==> src/rtl/dmem_arb_pkg.sv <==
// dmem_arb_pkg: shared types, port indices and load/store decode for the data memory arbiter
package dmem_arb_pkg;
  typedef enum logic {ARB, LOCK} state_t;
  localparam int P_CORE = 0;
  localparam int P_DMA = 1;
  localparam logic [5:0] ALU_LB  = 6'd11;
  localparam logic [5:0] ALU_LH  = 6'd12;
  localparam logic [5:0] ALU_LW  = 6'd13;
  localparam logic [5:0] ALU_LBU = 6'd14;
  localparam logic [5:0] ALU_LHU = 6'd15;
  localparam logic [5:0] ALU_SB  = 6'd16;
  localparam logic [5:0] ALU_SH  = 6'd17;
  localparam logic [5:0] ALU_SW  = 6'd18;
  function automatic logic is_load_op(input logic [5:0] c);
    return c inside {ALU_LB, ALU_LH, ALU_LW, ALU_LBU, ALU_LHU};
  endfunction
  function automatic logic is_store_op(input logic [5:0] c);
    return c inside {ALU_SB, ALU_SH, ALU_SW};
  endfunction
  function automatic logic misaligned(input logic [5:0] c, input logic [1:0] a);
    return ((c inside {ALU_LH, ALU_LHU, ALU_SH}) && a == 2'b11) ||
           ((c inside {ALU_LW, ALU_SW}) && a != 2'b00);
  endfunction
endpackage

==> src/rtl/dmem_arb_rr.sv <==
// dmem_arb_rr: two-way round-robin pick; prio names the winner on conflict and flips only then
module dmem_arb_rr (
  input  logic [1:0] req,
  input  logic       prio,
  output logic [1:0] gnt,
  output logic       prio_nxt
);
  assign gnt = (&req) ? (prio ? 2'b10 : 2'b01) : req;
  assign prio_nxt = (&req) ? ~prio : prio;
endmodule

==> src/rtl/dmem_arbiter.sv <==
// dmem_arbiter: core/DMA data memory arbiter with bounded DMA lock; DMEM_ARB_PERF_EN adds conflict/forced counters
module dmem_arbiter
  import dmem_arb_pkg::*;
#(
  parameter int MAX_LOCK = 16,
  parameter int CNT_W = 5
) (
  input  logic            clk,
  input  logic            rst_n,
  input  logic [1:0]      req_i,
  input  logic [1:0][5:0] alucode_i,
  input  logic [1:0][31:0] addr_i,
  input  logic [1:0][31:0] wdata_i,
  input  logic            lock_i,
  output logic [1:0]      gnt_o,
  output logic [1:0]      rvalid_o,
  output logic [31:0]     rdata_o,
  output logic            err_o,
  output logic            mem_is_load,
  output logic            mem_is_store,
  output logic [5:0]      mem_alucode,
  output logic [31:0]     mem_addr,
  output logic [31:0]     mem_wdata,
  input  logic [31:0]     mem_rdata
`ifdef DMEM_ARB_PERF_EN
  ,
  output logic [31:0]     conflict_cnt,
  output logic [31:0]     forced_cnt
`endif
);
  state_t state, state_nxt;
  logic prio, prio_nxt, rr_prio, force_rel, any, sel, mis, err_q, ld_q;
  logic [1:0] valid, rr_gnt, rv_q;
  logic [CNT_W-1:0] lock_cnt, cnt_nxt;
  logic [5:0] sel_code;
  logic [31:0] sel_addr;
  assign valid[0] = req_i[0] && (is_load_op(alucode_i[0]) || is_store_op(alucode_i[0]));
  assign valid[1] = req_i[1] && (is_load_op(alucode_i[1]) || is_store_op(alucode_i[1]));
  dmem_arb_rr u_rr (.req(valid), .prio(prio), .gnt(rr_gnt), .prio_nxt(rr_prio));
  assign force_rel = state == LOCK && lock_cnt == CNT_W'(MAX_LOCK) && valid[P_CORE];
  always_ff @(posedge clk or negedge rst_n) begin
    if (!rst_n) begin
      state <= ARB;
      prio <= 1'b0;
      lock_cnt <= '0;
      rv_q <= '0;
      err_q <= 1'b0;
      ld_q <= 1'b0;
    end else begin
      state <= state_nxt;
      prio <= prio_nxt;
      lock_cnt <= cnt_nxt;
      rv_q <= gnt_o;
      err_q <= any && mis;
      ld_q <= mem_is_load;
    end
  end
  always_comb begin
    state_nxt = state;
    prio_nxt = prio;
    cnt_nxt = lock_cnt;
    if (state == ARB) begin
      prio_nxt = rr_prio;
      if (rr_gnt[P_DMA] && lock_i) begin
        state_nxt = LOCK;
        cnt_nxt = CNT_W'(1);
      end
    end else if (force_rel) begin
      state_nxt = ARB;
      prio_nxt = 1'b1;
      cnt_nxt = '0;
    end else if (!lock_i) begin
      state_nxt = ARB;
      prio_nxt = 1'b0;
      cnt_nxt = '0;
    end else if (valid[P_DMA] && lock_cnt != CNT_W'(MAX_LOCK)) begin
      cnt_nxt = lock_cnt + CNT_W'(1);
    end
  end
  always_comb begin
    gnt_o = state == ARB ? rr_gnt : force_rel ? 2'b01 : {valid[P_DMA], 1'b0};
    any = |gnt_o;
    sel = gnt_o[P_DMA];
    sel_code = alucode_i[sel];
    sel_addr = addr_i[sel];
    mis = misaligned(sel_code, sel_addr[1:0]);
    mem_is_load = any && !mis && is_load_op(sel_code);
    mem_is_store = any && !mis && is_store_op(sel_code);
    mem_alucode = any ? sel_code : '0;
    mem_addr = any ? sel_addr : '0;
    mem_wdata = any ? wdata_i[sel] : '0;
    rvalid_o = rv_q;
    err_o = err_q;
    rdata_o = ld_q ? mem_rdata : '0;
  end
`ifdef DMEM_ARB_PERF_EN
  always_ff @(posedge clk or negedge rst_n) begin
    if (!rst_n) begin
      conflict_cnt <= '0;
      forced_cnt <= '0;
    end else begin
      conflict_cnt <= conflict_cnt + 32'(&req_i);
      forced_cnt <= forced_cnt + 32'(force_rel);
    end
  end
`endif
endmodule
==> config.mk <==
export PLATFORM = sky130hd
export DESIGN_NAME = dmem_arbiter
export DESIGN_NICKNAME = d
export VERILOG_FILES = /design/src/rtl/dmem_arb_pkg.sv /design/src/rtl/dmem_arb_rr.sv /design/src/rtl/dmem_arbiter.sv
export SDC_FILE = /design/constraint.sdc
export NUM_CORES = 1
export LEC_CHECK = 0
export ABC_AREA = 1
export ABC_CLOCK_PERIOD_IN_PS = 2350
export CORE_AREA = 2 2 110 112
export CTS_CLUSTER_SIZE = 25
export DETAILED_ROUTE_END_ITERATION = 7
export DIE_AREA = 0 0 112 114
export HOLD_SLACK_MARGIN = 0.08
export SLEW_MARGIN = 5
export SYNTH_ARGS = -nofsm -noshare
export SYNTH_HDL_FRONTEND = slang
export SYNTH_HIERARCHICAL = 1
export SYNTH_SLANG_ARGS = --single-unit
==> constraint.sdc <==
create_clock -name clk -period 2.35 [get_ports clk]
set_clock_uncertainty 0.05 [all_clocks]
set_input_delay 0.235 -clock clk [delete_from_list [all_inputs] [get_ports clk]]
set_output_delay 0.235 -clock clk [all_outputs]
set_load 0.05 [all_outputs]
==> impl_metrics.env <==
export IMPL_run_status="finished, violations left"
export IMPL_failing_checks="setup timing"
export IMPL_viasPerCell=4.789
export IMPL_share_of_total_power_in_combinational_logic_pct=80.9
export IMPL_worst_slew_pin_slew_ns=0.5240
export IMPL_first_pass_grt_wire_length_um=25140
export IMPL_drt_drc_violations_left=0
export IMPL_min_delay_path_class="input pin to asynchronous set/reset pin"
export IMPL_crit_path_max_fanout=6
export IMPL_crit_required_ns=2.07
export IMPL_fp_row_count=40
export IMPL_grt_pass1_vias=4865
export IMPL_max_clock_path_buffers=2
export IMPL_final_min_period_ns=2.737
export IMPL_final_period_utilization_pct=116.5
export IMPL_tritoncts_num_buffers=3
export IMPL_post_synth_top_area_fraction_pct=24.50
export IMPL_timing_slew_headroom_pct=64.95
export IMPL_power_leakage_nw=3.883
export IMPL_crit_arrival_ns=2.45
export IMPL_area_growth_pct=292.3
export IMPL_final_hold_viol_count=0
export IMPL_antenna_violating_nets_post_route=0
export IMPL_yosys_warnings=6
export IMPL_drv_cap=0
export IMPL_cts_htree_levels=1
export IMPL_port_buffer_count=285
export IMPL_grt_util_all_layers_pct=24.77
export IMPL_vias=4746
export IMPL_fin_nets=1024
export IMPL_pin_count_of_the_biggest_net_entering_global_routing=19
export IMPL_critical_path_startpoint="alucode_i[7]"
export IMPL_criticalPathCategory="input pin to primary output"
export IMPL_mappedNetlistNets=626
export IMPL_switching_power_total_mw=1.211
export IMPL_place_congestion=0.9185
export IMPL_detail_route_wl_per_cell_um=18.60
export IMPL_detailedRoute_firstPassIterationCount=5
export IMPL_irDropWorstVdd_mv=0.3071
export IMPL_r2r_start="lock_cnt[1]"
export IMPL_starting_density_pct=18.84
export IMPL_drt_wl_total_um=18440
export IMPL_synth_most_common_cell="sky130_fd_sc_hd__nor2_1"
export IMPL_fp_coreArea_um2=11710
export IMPL_antenna_cells=0
export IMPL_power_report_internal_total_mw=1.582
export IMPL_ys_top_cells_by_area="sky130_fd_sc_hd__nor2_1 25%, sky130_fd_sc_hd__a21oi_1 15%, sky130_fd_sc_hd__nand2_1 15%"
export IMPL_design_die_area_um2=12770
export IMPL_synth_common_cells="144 x sky130_fd_sc_hd__nor2_1, 87 x sky130_fd_sc_hd__nand2_1, 66 x sky130_fd_sc_hd__a21oi_1, 53 x sky130_fd_sc_hd__inv_1, 22 x sky130_fd_sc_hd__nand3_1"
export IMPL_antenna_found_initial=0
export IMPL_synth_largest_area_cell="sky130_fd_sc_hd__nor2_1"
export IMPL_synthDistinctLibCells=29
export IMPL_async_reset_ff_share_pct=100.0
export IMPL_number_of_enable_flip_flop_cells_after_synthesis=0
export IMPL_die_height_um=114
export IMPL_power_switching_share_pct=43.37
export IMPL_clk_insertion_delay_late_ns=0.24
export IMPL_setup_worst_path_start_class="input pin"
export IMPL_yosys_reg_bits=11
export IMPL_p_total_mw=2.793
export IMPL_peak_freq_mhz=365.3
export IMPL_power_per_cell_area_nw_per_um2=322.8
export IMPL_gate_count_of_the_mapped_netlist=447
export IMPL_worst_setup_margin_ns=-0.3872
export IMPL_synth_sequential_area_ratio_pct=12.48
export IMPL_clkTransAtPathRegs_ns=0.04
export IMPL_clock_sinks=11
export IMPL_setup_viol=73
export IMPL_clockPowerShare_pct=11.2
export IMPL_fraction_of_layout_cells_with_a_size_suffix_above_1_pct=57.46
export IMPL_fill_cells=792
export IMPL_synth_cell_area_um2=2206
export IMPL_syn_mean_instance_area_um2=4.935
export IMPL_cts_tree="done"
export IMPL_clk_root_buffer_cell="sky130_fd_sc_hd__clkbuf_16"
export IMPL_worstSetupEndpointType="primary output"
export IMPL_postLayoutCoreUtil_pct=73.89
export IMPL_die_w_um=112
export IMPL_gr_total_overflow=0
export IMPL_most_common_flop_cell_mapped_by_yosys="sky130_fd_sc_hd__dfrtp_1"
export IMPL_hpwlAfterDp_um=11270
export IMPL_ioPinCount=286
export IMPL_drtIter0Drc=164
export IMPL_unrepaired_setup_endpoints_after_global_routing="yes"
export IMPL_drv_slew=0
export IMPL_share_seq_of_total_power_pct=7.9
placed cells by master (no fill, tap or decap), types with 3 or more instances in the layout:
master,Yosys,routed
sky130_fd_sc_hd__nand2_2,8,30
sky130_fd_sc_hd__clkbuf_2,0,7
sky130_fd_sc_hd__a21oi_1,66,18
sky130_fd_sc_hd__buf_12,0,96
sky130_fd_sc_hd__nand3_4,1,5
sky130_fd_sc_hd__buf_4,1,114
sky130_fd_sc_hd__bufbuf_16,0,3
sky130_fd_sc_hd__buf_6,1,11
sky130_fd_sc_hd__inv_1,53,43
sky130_fd_sc_hd__nor2_4,0,64
sky130_fd_sc_hd__clkbuf_16,0,5
sky130_fd_sc_hd__clkdlybuf4s50_1,0,165
sky130_fd_sc_hd__dfrtp_1,11,11
sky130_fd_sc_hd__nand3_2,0,11
sky130_fd_sc_hd__nor2_2,6,41
sky130_fd_sc_hd__nand2_1,87,56
sky130_fd_sc_hd__inv_2,2,10
sky130_fd_sc_hd__a21oi_4,0,20
sky130_fd_sc_hd__nand3b_1,3,3
sky130_fd_sc_hd__buf_2,14,4
sky130_fd_sc_hd__nand2_8,0,4
sky130_fd_sc_hd__a21oi_2,1,29
sky130_fd_sc_hd__nor2_1,144,46
sky130_fd_sc_hd__nand2_4,1,8
sky130_fd_sc_hd__buf_16,0,10
sky130_fd_sc_hd__nand4_1,3,3
sky130_fd_sc_hd__nand3_1,22,7
final cells by class:
cell class | count | area [um^2] | area share, %
multi-input cells | 359 | 2824 | 32.63
well taps | 147 | 183.9 | 2.126
repair buffers | 414 | 5055 | 58.42
inverters | 55 | 225.2 | 2.603
clock buffers | 4 | 78.83 | 0.9109
repair inverters | 1 | 11.26 | 0.1301
flip-flops and latches | 11 | 275.3 | 3.181
final timing paths:
kind                                    end  slack, ns  cells past startpoint
worst max register to register        err_o      -0.08                     17
worst min register to register         prio       0.56                      2
max in group asynchronous       lock_cnt[3]       1.60                      1
worst max-delay path            mem_is_load      -0.39                     22
min in group clk                       prio       0.56                      2
worst min-delay path            lock_cnt[0]       0.29                      1
power groups by stage:
stage	Clock [mW]	Combinational [mW]	Sequential, mW
6_report	0.312	2.26	0.220
5_1_grt	0.329	2.35	0.222
4_1_cts	0.315	2.07	0.217
3_5_place_dp	0	1.77	0.219
3_3_place_gp	0	1.75	0.218
2_1_floorplan	0	0.773	0.227
metrics by stage:
step | instance area (um^2) | setup slack (ns) | TNS, ns | cells | hold WS (ns)
2_1_floorplan | 2591 | -0.03181 | -0.1724 | 447 | -0.1106
3_3_place_gp | 6670 | -0.5022 | -26.50 | 908 | 0.4475
3_5_place_dp | 6670 | -0.6002 | -31.37 | 908 | 0.4603
4_1_cts | 8087 | -0.2286 | -10.80 | 973 | 0.3164
5_1_grt | 8653 | -0.4854 | -19.05 | 991 | 0.3540
6_report | 8653 | -0.3872 | -12.31 | 991 | 0.2948
cells by family after synthesis:
| kind of cell | count (synthesis) | synth area share [%] |
|---|---|---|
| and+or+nand+nor | 279 | 52.64 |
| DFF | 11 | 12.48 |
| buffers and inverters | 80 | 15.43 |
| muxes | 2 | 0.9076 |
| adders and majority gates | 2 | 1.134 |
| xor gates and xnor gates | 1 | 0.3971 |
| AOI/OAI and AO/OA | 72 | 17.02 |
critical path, stage by stage:
cell and delay (ns):
sky130_fd_sc_hd__buf_4 0.13, sky130_fd_sc_hd__nand2_4 0.09, sky130_fd_sc_hd__nand2_2 0.06, sky130_fd_sc_hd__nand2_2 0.10
sky130_fd_sc_hd__nand3_4 0.09, sky130_fd_sc_hd__inv_2 0.09, sky130_fd_sc_hd__inv_2 0.05, sky130_fd_sc_hd__a21oi_4 0.13
sky130_fd_sc_hd__nand2_2 0.09, sky130_fd_sc_hd__nand2_4 0.14, sky130_fd_sc_hd__buf_12 0.12, sky130_fd_sc_hd__buf_16 0.11
sky130_fd_sc_hd__nand3_1 0.10, sky130_fd_sc_hd__nand2_2 0.15, sky130_fd_sc_hd__nand2_2 0.07, sky130_fd_sc_hd__nor2_2 0.14
sky130_fd_sc_hd__nand2_1 0.08, sky130_fd_sc_hd__nand2_1 0.08, sky130_fd_sc_hd__nand2_2 0.08, sky130_fd_sc_hd__nand2_4 0.10
sky130_fd_sc_hd__nor2_4 0.05, sky130_fd_sc_hd__buf_12 0.14
sequential cells by signal, summed over array words and instances (netlist names):
| name | cells |
|---|---|
| ld_q | 1 |
| prio | 1 |
| lock_cnt | 5 |
| state | 1 |
| err_o | 1 |
| rvalid_o | 2 |
layer usage:
layer	share of wire (%)	GRT usage [%]	up-vias	wire length (um)
li1	-	-	2188	-
met3	9.8	8.820	71	1812
met4	4.4	6.667	0	811
met1	31	24.12	2208	5786
met2	54	49.25	279	10030
met5	0	0	-	0
timing repair:
item | in CTS | in global routing
setup endpoints to repair | 75 | 81
hold buffers | 0 | 0
setup buffers | 44 | 20
gates cloned | 17 | 3
hold endpoints to repair | 0 | 0
pin swaps | 43 | 51
gates resized for setup | 164 | 131
Note: power is estimated with default switching activity, not from simulation.
